## src/rtl/spi_fram_ctrl.sv

```systemverilog
// Word-wise SPI (mode 0) master for serial FRAM: WREN, CMD, ADDR, DATA per access.
// Optional build macro FRAM_WRDI_EN appends a WRDI transaction after every write.
module spi_fram_ctrl #(
  parameter int DATA_BYTES  = 2,
  parameter int ADDR_BYTES  = 2,
  parameter int WORD_ADDR_W = 15,
  parameter int CLK_DIV     = 4,
  parameter int CS_GAP      = 8
) (
  input  logic                    clk,
  input  logic                    rst_n,
  input  logic                    start,
  input  logic                    we,
  input  logic [WORD_ADDR_W-1:0]  addr,
  input  logic [8*DATA_BYTES-1:0] wdata,
  output logic [8*DATA_BYTES-1:0] rdata,
  output logic                    busy,
  output logic                    done,
  output logic                    spi_sck,
  output logic                    spi_mosi,
  input  logic                    spi_miso,
  output logic                    spi_cs,
  output logic [3:0]              dbg_state
);
  localparam int DW = 8 * DATA_BYTES;
  localparam int AW = 8 * ADDR_BYTES;
  localparam int SH = $clog2(DATA_BYTES);
  localparam int CW = (CLK_DIV > 1) ? $clog2(CLK_DIV) : 1;
  localparam int GW = (CS_GAP > 1) ? $clog2(CS_GAP) : 1;
  localparam logic [CW-1:0] CNT_LAST = CW'(CLK_DIV - 1);
  localparam logic [GW-1:0] GAP_LAST = GW'(CS_GAP - 1);

  typedef enum logic [3:0] {
    S_IDLE, S_WREN, S_GAP1, S_CMD, S_ADDR, S_DATA, S_END, S_GAP2, S_DONE, S_WRDI, S_GAP3
  } state_t;

  state_t          state_q, state_d;
  logic [CW-1:0]   cnt_q, cnt_d;
  logic [4:0]      bit_q, bit_d;
  logic [GW-1:0]   gap_q, gap_d;
  logic            sck_q, sck_d, cs_q, cs_d, mosi_q, mosi_d;
  logic            busy_q, busy_d, done_q, done_d, we_q, we_d;
  logic [DW-1:0]   rdata_q, rdata_d, rx_q, rx_d, wdata_q, wdata_d;
  logic [AW-1:0]   addr_q, addr_d;
  logic [31:0]     cur_bits;

  always_comb begin
    state_d = state_q;
    cnt_d   = cnt_q;
    bit_d   = bit_q;
    gap_d   = gap_q;
    sck_d   = sck_q;
    cs_d    = cs_q;
    mosi_d  = mosi_q;
    busy_d  = busy_q;
    done_d  = 1'b0;
    we_d    = we_q;
    rdata_d = rdata_q;
    rx_d    = rx_q;
    wdata_d = wdata_q;
    addr_d  = addr_q;

    cur_bits = '0;
    case (state_q)
      S_WREN:  cur_bits = 32'h06;
      S_CMD:   cur_bits = we_q ? 32'h02 : 32'h03;
      S_ADDR:  cur_bits = 32'(addr_q);
      S_DATA:  cur_bits = we_q ? 32'(wdata_q) : 32'h0;
      S_WRDI:  cur_bits = 32'h04;
      default: cur_bits = '0;
    endcase

    // Every opcode has a clear MSB, so a new transaction always opens with MOSI low.
    case (state_q)
      S_IDLE: begin
        if (start) begin
          we_d    = we;
          addr_d  = AW'(64'(addr) << SH);
          wdata_d = wdata;
          busy_d  = 1'b1;
          cs_d    = 1'b0;
          sck_d   = 1'b0;
          cnt_d   = '0;
          bit_d   = 5'd7;
          mosi_d  = 1'b0;
          state_d = we ? S_WREN : S_CMD;
        end
      end
      S_GAP1: begin
        if (gap_q == GAP_LAST) begin
          state_d = S_CMD;
          cs_d    = 1'b0;
          cnt_d   = '0;
          bit_d   = 5'd7;
          mosi_d  = 1'b0;
        end else begin
          gap_d = gap_q + 1'b1;
        end
      end
      S_END: begin
        if (!we_q) rdata_d = rx_q;
        gap_d   = '0;
        state_d = S_GAP2;
      end
      S_GAP2: begin
        if (gap_q == GAP_LAST) begin
          state_d = S_DONE;
          done_d  = 1'b1;
`ifdef FRAM_WRDI_EN
          if (we_q) begin
            state_d = S_WRDI;
            done_d  = 1'b0;
            cs_d    = 1'b0;
            cnt_d   = '0;
            bit_d   = 5'd7;
            mosi_d  = 1'b0;
          end
`endif
        end else begin
          gap_d = gap_q + 1'b1;
        end
      end
      S_GAP3: begin
        if (gap_q == GAP_LAST) begin
          state_d = S_DONE;
          done_d  = 1'b1;
        end else begin
          gap_d = gap_q + 1'b1;
        end
      end
      S_DONE: begin
        busy_d  = 1'b0;
        state_d = S_IDLE;
      end
      S_WREN, S_CMD, S_ADDR, S_DATA, S_WRDI: begin
        if (cnt_q != CNT_LAST) begin
          cnt_d = cnt_q + 1'b1;
        end else begin
          cnt_d = '0;
          if (!sck_q) begin
            sck_d = 1'b1;
            if (state_q == S_DATA && !we_q) rx_d = {rx_q[DW-2:0], spi_miso};
          end else begin
            sck_d = 1'b0;
            if (bit_q != 5'd0) begin
              bit_d  = bit_q - 1'b1;
              mosi_d = cur_bits[bit_q - 5'd1];
            end else begin
              case (state_q)
                S_CMD: begin
                  state_d = S_ADDR;
                  bit_d   = 5'(AW - 1);
                  mosi_d  = addr_q[AW-1];
                end
                S_ADDR: begin
                  state_d = S_DATA;
                  bit_d   = 5'(DW - 1);
                  mosi_d  = we_q & wdata_q[DW-1];
                end
                S_WREN: begin
                  state_d = S_GAP1;
                  cs_d    = 1'b1;
                  mosi_d  = 1'b0;
                  gap_d   = '0;
                end
                S_DATA: begin
                  state_d = S_END;
                  cs_d    = 1'b1;
                  mosi_d  = 1'b0;
                end
                default: begin
                  state_d = S_GAP3;
                  cs_d    = 1'b1;
                  mosi_d  = 1'b0;
                  gap_d   = '0;
                end
              endcase
            end
          end
        end
      end
      default: state_d = S_IDLE;
    endcase
  end

  always_ff @(posedge clk or negedge rst_n) begin
    if (!rst_n) begin
      state_q <= S_IDLE;
      cnt_q   <= '0;
      bit_q   <= '0;
      gap_q   <= '0;
      sck_q   <= 1'b0;
      cs_q    <= 1'b1;
      mosi_q  <= 1'b0;
      busy_q  <= 1'b0;
      done_q  <= 1'b0;
      we_q    <= 1'b0;
      rdata_q <= '0;
      rx_q    <= '0;
      wdata_q <= '0;
      addr_q  <= '0;
    end else begin
      state_q <= state_d;
      cnt_q   <= cnt_d;
      bit_q   <= bit_d;
      gap_q   <= gap_d;
      sck_q   <= sck_d;
      cs_q    <= cs_d;
      mosi_q  <= mosi_d;
      busy_q  <= busy_d;
      done_q  <= done_d;
      we_q    <= we_d;
      rdata_q <= rdata_d;
      rx_q    <= rx_d;
      wdata_q <= wdata_d;
      addr_q  <= addr_d;
    end
  end

  assign rdata     = rdata_q;
  assign busy      = busy_q;
  assign done      = done_q;
  assign spi_sck   = sck_q;
  assign spi_mosi  = mosi_q;
  assign spi_cs    = cs_q;
  assign dbg_state = state_q;
endmodule

```

## config.mk

```make
export PLATFORM = sky130hd
export DESIGN_NAME = spi_fram_ctrl
export DESIGN_NICKNAME = d
export VERILOG_FILES = /design/src/rtl/spi_fram_ctrl.sv
export SDC_FILE = /design/constraint.sdc
export NUM_CORES = 1
export LEC_CHECK = 0
export ABC_AREA = 0
export CAP_MARGIN = 25
export CORE_UTILIZATION = 50
export CTS_CLUSTER_SIZE = 25
export DETAILED_ROUTE_END_ITERATION = 16
export HOLD_SLACK_MARGIN = 0.06
export PLACE_DENSITY = 0.86
export SYNTH_ARGS = -nofsm -noshare
export SYNTH_HDL_FRONTEND = slang
export SYNTH_SLANG_ARGS = --single-unit
```

## constraint.sdc

```tcl
create_clock -name clk -period 4.7 [get_ports clk]
set_clock_uncertainty 0.05 [all_clocks]
set_input_delay 0.94 -clock clk [delete_from_list [all_inputs] [get_ports clk]]
set_output_delay 0.94 -clock clk [all_outputs]
set_load 0.005 [all_outputs]
```

# [Yosys cells after proc, flatten, opt, wreduce, memory -nomap -nowiden]
# Cells that the tools add are included.
[word_totals] register_bits=83 in_bits=36 out_inout_bits=25 word_cells=118
[classes] reduce_logical=24 bitwise=4 n_mux=50 addsub=3 n_lt_le_gt_ge=1 n_eq_ne=22
[ops] cell="$pmux W16 S5" count=1
[ops] cell="$mux W5" count=6
[ops] cell="$mux W4" count=6
[ops] cell="$pmux W4 S5" count=1
[ops] cell="$ne A2 B2 Y1 const B" count=9
[ops] cell="$reduce_and A6 Y1" count=3
[ops] cell="$eq A4 B3 Y1 const B" count=4
[ops] cell="$mux W1" count=16
[ops] cell="$mux W16" count=1
[ops] cell="$pmux W4 S4" count=1
[ops] cell="$mux W3" count=5
[ops] cell="$pmux W5 S3" count=1
[ops] cell="$eq A4 B4 Y1 const B" count=3
[ops] cell="$pmux W3 S3" count=1
[ops] cell="$eq A4 B2 Y1 const B" count=2
[ops] cell="$mux W2" count=4
[ops] cell="$reduce_and A7 Y1" count=1
[ops] cell="$lt A5 B6 Y1 const B" count=1
[ops] cell="$pmux W1 S2" count=3
[ops] cell="$pmux W1 S3" count=2
[ops] cell="$pmux W2 S3" count=1
[ops] cell="$reduce_and A2 Y1" count=3
[ops] cell="$reduce_and A3 Y1" count=2
[ops] cell="$reduce_bool A3 Y1" count=2
[ops] cell="other kinds (20)" count=25

# [Depth between registers and ports, before layout]
# Gate-level depths: netlist (run 1).
[logic_depth] ltp_word=8 depth_mapped=10 depth_no_buf=8

# [Worst setup path before layout (run 1)]
# Ideal clock, no wire load.
[synth_path] kind="reg-to-reg" from="reg bit_q[0]" to="reg state_q[0] (netlist: dbg_state[0])" setup_ps=125 period_less_slack_ps=2268 n_path_buf=2 required_time_ps=4525 path_stages_with_launch=9 path_slack_ps=2432 arrival_ps=2093 path_cell_list="dfrtp_1 -> clkbuf_1 -> inv_1 -> ha_1 -> clkbuf_1 -> nor4b_2 -> and3_1 -> o211ai_1 -> mux2_2"
[synth_between] elab_chain_len=3
[synth_lines] element="from (decl)" line="39" rtl="logic [4:0] bit_q, bit_d;"
[synth_lines] element="from (signal assigned)" line="205" rtl="bit_q <= bit_d;"
[synth_lines] element="$reduce_bool A5 Y1" line="145" rtl="if (bit_q != 5'd0) begin"
[synth_lines] element="$ne A2 B2 Y1 (no line)"
[synth_lines] element="$reduce_and A6 Y1 (no line)"
[synth_lines] element="to (signal assigned)" line="203" rtl="state_q <= state_d;"
[synth_lines] element="to (decl)" line="37" rtl="state_t state_q, state_d;"
# Every way passes these cells.
# A chain may end at the register's enable or synchronous reset.

# [Final worst setup path (run 1)]
[layout_path] from="reg bit_q[0]" to="reg mosi_q (netlist: spi_mosi)"
[layout_between] elab_chain_len=7 word_cells_on_any_way=8 classes_between="add/sub: 1; mux: 6; reduce/logical: 1"
[layout_lines] element="$sub A5 B1 Y5" line="147" rtl="mosi_d = cur_bits[bit_q - 5'd1];"
[layout_lines] element="$bmux W1 S5" line="147"
[layout_lines] element="$mux W1 (not written as such)" line="147"
[layout_lines] element="$mux W1 *" line="145"
[layout_lines] element="$mux W1 *" line="140" rtl="if (!sck_q) begin"
[layout_lines] element="$mux W1 *" line="136" rtl="if (cnt_q != CNT_LAST) begin"
[layout_lines] element="$pmux W1 S3 *" line="74" rtl="case (state_q)"
[layout_lines] element="to (signal assigned)" line="209" rtl="mosi_q <= mosi_d;"
[layout_lines] element="to (decl)" line="41" rtl="logic sck_q, sck_d, cs_q, cs_d, mosi_q, mosi_d;"
# Every way passes the cells marked *; elsewhere a longest branch is shown, timed or not. The select of a mux whose other input is x is not followed.

==> results.yml, run 1 <==
sta:
  worstMarginPinSlew_ps: 925
  fin_crit_sh: 0.628
  slew_headroom: 0.383
  hold_viol: 0
  slew_viol_final: 0
  final.min_clock_period_ps: 2950
  setup_viol: 0
  setup_tns_ps: 0
  rsz0062_at_grt: "no"
  max_clock_freq_ghz: 0.339
pwr:
  powerDensity_nw_per_um2: 508
  swShare: 0.359
  p_int_w: 0.00161
  switching_power_w: 0.000905
  comb_power_share: 0.325
  ir_worst_vdd_uv: 309
  p_leak_nw: 2.14
  pwr-share-clk: 0.217
  seq_power_share: 0.458
worst_setup_path:
  cp-start-kind: "flop"
  endpoint_kind: "flop"
  cp.arrival_ps: 3130
  r2r_start: "bit_q[0]$_DFFE_PN0P_"
  reg2regPathDepth: 7
  worstReg2RegEnd: "spi_mosi$_DFFE_PN0P_"
  crit_end: "spi_mosi$_DFFE_PN0P_"
  criticalPathCategory: "reg2reg"
  reg2reg_slack_ps: 1750
  cp_data_required_time_ps: 4870
  startpoint: "bit_q[0]$_DFFE_PN0P_"
  path_max_fanout: 20
die:
  core_area_um2: 7850
  pin_count: 61
  initial_core_util: 0.525
  rows: 32
  dieArea_um2: 8610
  die_h_um: 92.8
  die_x_um: 92.8
synthesis:
  yosys_most_used_dff: "dfrtp_1"
  synth_warnings: 0
  avgSynthCellArea_um2: 11.8
  seq_area_frac_synth: 0.504
  syn_inst: 349
  synth_cell_types: 57
  synth.area.top_cells: "dfrtp_1, mux2_2, mux2_4"
  synth_seq_cells: 83
  yosys.area.top_type: "dfrtp_1"
  synthesis.area_um2: 4120
  synth_top_cell_area_share: 0.498
  synth_common_cells: "dfrtp_1, mux2_2, nand2_1, a21oi_1, o21ai_0"
  async_flop_share: 1.00
  synth_edf_count: 0
  syn_nets: 389
  post-synth-top-count-cell: "dfrtp_1"
global_route:
  grt_pass1_wl_mm: 13.9
  grt_max_degree: 84
  grt_pass1_vias: 2859
  antenna_found_initial: 0
  overflow: 0
  grt.total_usage: 0.207
clocking:
  cts.path.max_buffers: 2
  cts.sinks: 83
  clk_latency_ps: 360
  cts_buffers: 9
  cts_tree: "built"
  htreeDepth: 3
  cts_root_buffer: "clkbuf_8"
  postCtsSetupBuffers: 0
  cts_resized: 0
  holdBufCountCts: 0
  clkTransAtPathRegs_ps: 100
place:
  dp_hpwl_mm: 5.70
  placed_cells: 487
  portBuffers: 60
  place_congestion: 0.878
drt:
  first_pass_iters: 4
  drtIter0Drc: 191
  vias_per_cell: 5.80
  vias: 2922
  drc: 0
  wirelength_mm: 8.30
  avgRoutedWirePerCell_um: 16.5
  drtAntennaViolNets: 0
finish:
  n_antenna_cell: 0
  drive_gt1_frac: 0.219
  fin_cells: 504
  fin_nets: 437
  syn_to_final_growth_pct: 20.3
run:
  drv_cap: 0
run_status:
  outcome: "completed"
min_path:
  hold_path.class: "in2async"
==> per-stage QoR <==
stage	worst slack (ps)	hold slack (ps)	util	total power, W	cell area (µm²)
2_1_floorplan	2430	404	-	0.00174	4120
3_5_place_dp	1810	431	0.601	0.00197	4720
4_1_cts	1780	450	0.628	0.00252	4930
5_1_grt	1550	317	0.632	0.00268	4960
3_3_place_gp	1950	420	0.601	0.00193	4720
6_report	1750	322	0.632	0.00252	4960
==> sequential cells by signal, summed over array words and instances, names as in the netlist, 2 cells and up <==
| name | flops |
|---|---|
| bit_q | 5 |
| rdata | 16 |
| wdata_q | 16 |
| rx_q | 16 |
| addr_q | 15 |
| gap_q | 3 |
| cnt_q | 2 |
| dbg_state | 4 |
==> how the worst min path moves through the flow <==
stage | start | to | slack [ps] | depth (start not counted)
floorplan | cnt_q[1]$_DFFE_PN0P_ | cnt_q[1]$_DFFE_PN0P_ | 400 | 2
global placement | gap_q[2]$_DFFE_PN0P_ | gap_q[2]$_DFFE_PN0P_ | 420 | 2
detailed placement | gap_q[2]$_DFFE_PN0P_ | gap_q[2]$_DFFE_PN0P_ | 430 | 2
CTS | cnt_q[0]$_DFFE_PN0P_ | cnt_q[0]$_DFFE_PN0P_ | 450 | 1
global route | rst_n | rdata[10]$_DFFE_PN0P_ | 320 | 1
finish | rst_n | rdata[10]$_DFFE_PN0P_ | 320 | 1
==> cells by family after synthesis <==
group           after synthesis  share of synthesized area
buf+inv                      34                     0.0416
mux                          69                      0.197
compound gates               80                      0.133
xor+xnor                      1                    0.00213
simple gates                 78                      0.110
fa+ha+maj                     4                     0.0121
flops                        83                      0.504
==> critical path, cell delays in order (launching register included) <==
cell and delay (ps):
dfrtp_1 750, inv_1 170, ha_1 620, mux2_2 390, a21oi_1 130, a2111oi_0 80
a2111oi_0 570, a211oi_2 60
==> layout by cell type (no fill, tap or decap), types with 2 or more instances in the layout <==
master	n
a2111oi_0	4
a211o_1	3
a211oi_1	8
a21oi_1	16
a22oi_1	2
a31oi_1	2
a32oi_1	3
and2_1	2
and3_1	3
buf_4	2
clkbuf_8	9
clkdlybuf4s50_1	59
dfrtp_1	82
ha_1	4
inv_1	8
inv_6	3
mux2_1	9
mux2_2	47
mux2_4	10
mux2i_1	3
nand2_1	23
nand2b_1	9
nand3_1	2
nor2_1	13
nor2b_1	4
nor3_1	7
nor4b_1	2
nor4b_4	2
o21a_1	4
o21ai_0	16
o22a_1	2
o22ai_1	7
o31ai_1	2
or2_2	2
==> power groups by stage <==
| stage | sequential [W] | clock [W] | combinational, W |
|---|---|---|---|
| floorplan | 0.00102 | 0 | 0.000719 |
| global placement | 0.00115 | 0 | 0.000783 |
| detailed placement | 0.00116 | 0 | 0.000817 |
| CTS | 0.00115 | 0.000558 | 0.000820 |
| global route | 0.00118 | 0.000584 | 0.000913 |
| finish | 0.00115 | 0.000546 | 0.000820 |
==> layout make-up <==
class	count	area, µm²
Inverter	9	33.8
Multi-Input combinational cell	232	1870
Sequential cell	83	2080
Clock inverter	7	91.3
Tap cell	102	128
Fill cell	606	2890
Timing Repair Buffer	62	633
Clock buffer	9	124
==> layer usage <==
metal | up-vias | GRT usage | share of wire
met4 | 0 | 0.0923 | 0.029
met3 | 23 | 0.0361 | 0.040
met5 | - | 0 | 0
met1 | 1436 | 0.277 | 0.45
met2 | 86 | 0.330 | 0.49
li1 | 1377 | - | -
(Power assumes the default switching activity.)
==> run 2: changes to the inputs <==
==> constraint.sdc (replaced) <==
create_clock -name clk -period 2.9 [get_ports clk]
set_clock_uncertainty 0.05 [all_clocks]
set_input_delay 0.58 -clock clk [delete_from_list [all_inputs] [get_ports clk]]
set_output_delay 0.58 -clock clk [all_outputs]
set_load 0.005 [all_outputs]
==> run 2 against run 1 <==
Against the previous run:
- routed wire length rose by 5.2%
- final cell count grew 1.8%
- first-iteration DRC count down 0.52%
- highest routed layer unchanged
- critical path depth down 5
- largest power group unchanged
- worst setup slack got worse by 1200 ps
- register-to-register slack worse by 1200 ps
- die area unchanged
- largest cell class unchanged
- worst hold slack got worse by 190 ps
==> results.yml, run 2 (same netlist as run 1, synthesis figures left out) <==
sta:
  slew_headroom: 0.426
  final.min_clock_period_ps: 2370
  hold_viol: 0
  setup_tns_ps: 0
  fin_crit_sh: 0.818
  fin_ws_ps: 527
  rsz0062_at_grt: "no"
  slew_viol_final: 0
  setup_viol: 0
  max_clock_freq_ghz: 0.421
  worstMarginPinSlew_ps: 859
clocking:
  holdBufCountCts: 0
  cts_buffers: 9
  cts.path.max_buffers: 2
  cts_tree: "built"
  clkTransAtPathRegs_ps: 80
  htreeDepth: 3
  cts.sinks: 83
  clk_latency_ps: 370
  postCtsSetupBuffers: 0
  cts_resized: 0
  cts_root_buffer: "clkbuf_8"
worst_setup_path:
  criticalPathCategory: "reg2out"
  cpLargestDelayFamily: "buffers and inverters"
  critPathSlowestCell: "dfrtp_1"
  cp.arrival_ps: 1740
  critPathBufInv: 2
  endpoint_kind: "output pin"
  cp_data_required_time_ps: 2270
  cp-start-kind: "flop"
  slowest_delay_ps: 610
  worstPathCellList: "buf_4, clkdlybuf4s50_1"
  path_max_fanout: 12
global_route:
  overflow: 0
  grt_pass1_wl_mm: 14.6
  grt_max_degree: 43
  antenna_found_initial: 0
  grt.total_usage: 0.220
  grt_pass1_vias: 2953
pwr:
  swShare: 0.355
  powerDensity_nw_per_um2: 826
  ir_worst_vdd_uv: 413
  seq_power_share: 0.429
  p_int_w: 0.00267
  pwr-share-clk: 0.211
  switching_power_w: 0.00147
  comb_power_share: 0.359
  p_leak_nw: 2.18
drt:
  drc: 0
  wirelength_mm: 8.73
  vias: 2967
  drtIter0Drc: 190
  first_pass_iters: 4
  avgRoutedWirePerCell_um: 17.0
  drtAntennaViolNets: 0
  vias_per_cell: 5.78
finish:
  most-common-layout-cells: "dfrtp_1, clkdlybuf4s50_1, mux2_2, nand2_1"
  fin_nets: 446
  num-fill-cells: 612
  fin_cells: 513
  drive_gt1_frac: 0.236
  syn_to_final_growth_pct: 21.7
  layout_commonest_cell: "dfrtp_1"
  n_antenna_cell: 0
die:
  initial_core_util: 0.525
  die_x_um: 92.8
  core_area_um2: 7850
  die_h_um: 92.8
  rows: 32
  pin_count: 61
  dieArea_um2: 8610
min_path:
  hold_path.class: "in2async"
run:
  drv_cap: 0
place:
  portBuffers: 60
  place_congestion: 0.862
  placed_cells: 497
  dp_hpwl_mm: 6.16
  pre_cts_ws_ps: 435
run_status:
  outcome: "completed"
[run 2: cell types whose count changed in the layout (fill, tap and decap cells not counted)]
cell / change
clkbuf_8: +1
buf_4: +9
inv_6: -2
clkinv_8: -1
clkinv_2: +1
buf_12: +1
clkinv_4: +1
buf_16: -1
[run 2: metrics by stage]
| stage | area, µm² | hold slack, ps | util | power [W] |
|---|---|---|---|---|
| after floorplan | 4120 | 234 | - | 0.00282 |
| after detailed placement | 4800 | 431 | 0.612 | 0.00327 |
| after CTS | 5010 | 152 | 0.639 | 0.00415 |
| final | 5010 | 136 | 0.639 | 0.00414 |
| after global routing | 5010 | 165 | 0.639 | 0.00440 |
| after global placement | 4800 | 419 | 0.612 | 0.00319 |
[run 2: path summary, 6_finish.rpt]
kind / cells after the start / end / start / slack [ps]
max in group asynchronous: 2 / bit_q[2]$_DFFE_PN0P_ / rst_n / 2070
setup / recovery: 2 / dbg_state[0] / dbg_state[0]$_DFFE_PN0P_ / 530
setup reg to reg: 5 / spi_mosi$_DFFE_PN0P_ / dbg_state[0]$_DFFE_PN0P_ / 560
hold / removal: 1 / rdata[6]$_DFFE_PN0P_ / rst_n / 140
hold reg to reg: 1 / addr_q[3]$_DFFE_PN0P_ / addr_q[3]$_DFFE_PN0P_ / 450
min in group clk: 1 / addr_q[3]$_DFFE_PN0P_ / addr_q[3]$_DFFE_PN0P_ / 450
[run 2: power by group through the flow]
stage          combinational [W]  clock, W  sequential (W)
6_report                 0.00149  0.000874         0.00178
3_5_place_dp             0.00148         0         0.00179
2_1_floorplan            0.00116         0         0.00165
5_1_grt                  0.00164  0.000937         0.00183
3_3_place_gp             0.00141         0         0.00178
4_1_cts                  0.00149  0.000893         0.00177
[run 2: layout make-up]
class / instances / area, µm² / area share
clock buffer: 10 / 138 / 0.0275
clock inverter: 6 / 71.3 / 0.0142
inverter: 9 / 33.8 / 0.00674
multi-input combinational: 232 / 1870 / 0.373
sequential: 83 / 2080 / 0.415
tap: 102 / 128 / 0.0255
timing repair buffer: 71 / 693 / 0.138
[run 2: per-layer routing]
| layer | GRT usage | up-vias | part of all wire | routed length [µm] |
|---|---|---|---|---|
| met5 | 0 | - | 0 | 0 |
| met4 | 0.0872 | 0 | 0.017 | 152 |
| met3 | 0.0525 | 13 | 0.038 | 332 |
| met2 | 0.354 | 80 | 0.49 | 4310 |
| met1 | 0.287 | 1474 | 0.45 | 3940 |
| li1 | - | 1400 | - | - |
[run 2: worst reg2reg max path: cells and delay by family, from the launching register on]
kind,cells,cell delay [ps]
compound gates,4,960
simple gates,1,720
flops,1,540
==> run 3: changes to the inputs <==
==> constraint.sdc (replaced) <==
create_clock -name clk -period 2.4 [get_ports clk]
set_clock_uncertainty 0.05 [all_clocks]
set_input_delay 0.48 -clock clk [delete_from_list [all_inputs] [get_ports clk]]
set_output_delay 0.48 -clock clk [all_outputs]
set_load 0.005 [all_outputs]
==> run 3 against run 2 <==
Against the previous run:
- final cell count up 1.9%
- worst hold slack worse by 58 ps
- register-to-register slack worse by 370 ps
- core utilization up 1.0 points
- count of clock-buffer cells in the layout unchanged
- largest cell class unchanged
- via count up 1.4%
==> results.yml, run 3 (same netlist as run 1, synthesis figures left out) <==
run_status:
  outcome: "completed"
die:
  dieArea_um2: 8610
  pin_count: 61
  core_area_um2: 7850
  rows: 32
  initial_core_util: 0.525
  die_h_um: 92.8
  die_x_um: 92.8
drt:
  drtIter0Drc: 277
  wirelength_mm: 8.85
  vias: 3010
  avgRoutedWirePerCell_um: 16.9
  first_pass_iters: 4
  drc: 0
  vias_per_cell: 5.76
  drtAntennaViolNets: 0
finish:
  final_util: 0.649
  syn_to_final_growth_pct: 23.6
  fin_cells: 523
  n_antenna_cell: 0
  layout_commonest_cell: "dfrtp_1"
  most-common-layout-cells: "dfrtp_1, clkdlybuf4s50_1, mux2_2, nand2_1, buf_4"
  fin_nets: 456
  drive_gt1_frac: 0.254
worst_setup_path:
  cp.arrival_ps: 1710
  slowest_delay_ps: 620
  cpLargestDelayFamily: "buffers and inverters"
  crit_cells: 2
  path_max_fanout: 13
  cp_data_required_time_ps: 1870
  worstPathCellList: "buf_4, clkdlybuf4s50_1"
  critPathSlowestCell: "dfrtp_1"
  critPathBufInv: 2
  endpoint_kind: "output pin"
  criticalPathCategory: "reg2out"
  reg2regPathDepth: 6
  cp-start-kind: "flop"
place:
  portBuffers: 60
  dp_hpwl_mm: 6.25
  pre_cts_ws_ps: 50.8
  place_congestion: 0.877
  placed_cells: 506
sta:
  worstMarginPinSlew_ps: 649
  fin_ws_ps: 161
  fin_crit_sh: 0.933
  final.min_clock_period_ps: 2240
  hold_viol: 0
  max_clock_freq_ghz: 0.447
  setup_viol: 0
  slew_viol_final: 0
  setup_tns_ps: 0
  slew_headroom: 0.567
  rsz0062_at_grt: "no"
  whs_ps: 77.8
pwr:
  p_leak_nw: 2.23
  powerDensity_nw_per_um2: 1000
  ir_worst_vdd_uv: 494
clocking:
  htreeDepth: 3
  cts_tree: "built"
  clkTransAtPathRegs_ps: 90
  cts_buffers: 9
  cts_root_buffer: "clkbuf_8"
  cts.path.max_buffers: 2
  clk_latency_ps: 360
  cts.sinks: 83
global_route:
  antenna_found_initial: 0
  grt_max_degree: 51
  grt_pass1_wl_mm: 15.0
  overflow: 0
  grt_pass1_vias: 3081
  grt.total_usage: 0.225
run:
  drv_cap: 0
min_path:
  hold_path.class: "in2async"
run 3: area by class of cell:
type	count	area, µm²
fill	618	2760
sequential	83	2080
multi-input combinational	232	1870
timing repair buffer	81	781
clock buffer	10	128
tap	102	128
clock inverter	6	71.3
inverter	9	33.8
run 3: routing by layer:
metal / track usage / part of all wire / vias up / wire length (µm)
li1: - / - / 1420 / -
met1: 0.290 / 0.44 / 1484 / 3850
met2: 0.376 / 0.51 / 91 / 4480
met3: 0.0443 / 0.040 / 15 / 352
met4: 0.0795 / 0.019 / 0 / 165
met5: 0 / 0 / - / 0
run 3: report_power, final:
group          internal, W  switching (W)  leakage [nW]
Sequential         0.00180       0.000364          1.06
Clock             0.000494       0.000533        0.0992
Combinational     0.000991       0.000917          1.07
run 3: worst paths after layout:
check	start	slack [ps]	endpoint
setup / recovery	dbg_state[1]$_DFFE_PN0P_	160	dbg_state[1]
hold / removal	rst_n	80	rdata[6]$_DFFE_PN0P_
setup reg to reg	dbg_state[3]$_DFFE_PN0P_	190	spi_mosi$_DFFE_PN0P_
hold reg to reg	cnt_q[0]$_DFFE_PN0P_	450	cnt_q[0]$_DFFE_PN0P_
max in group asynchronous	rst_n	1610	gap_q[1]$_DFFE_PN0P_
min in group clk	cnt_q[0]$_DFFE_PN0P_	450	cnt_q[0]$_DFFE_PN0P_
run 3: what timing repair did:
| item | in CTS | in global routing |
|---|---|---|
| hold buffers | 0 | 0 |
| gates resized for setup | 0 | 2 |
| buffers inserted | 0 | 1 |
| setup endpoints to repair | 0 | 1 |
run 3: worst register-to-register path, delay by kind of cell, from the launching register on:
family | cells | cell delay (ps)
flip-flops | 1 | 530
AND/OR/NAND/NOR | 2 | 680
AO/OA/AOI/OAI | 4 | 880
run 3: stage by stage:
step | power [W] | cell area (µm²)
4_1_cts | 0.00510 | 5080
6_report | 0.00510 | 5090
2_1_floorplan | 0.00340 | 4120
3_3_place_gp | 0.00395 | 4880
3_5_place_dp | 0.00406 | 4880
5_1_grt | 0.00540 | 5090
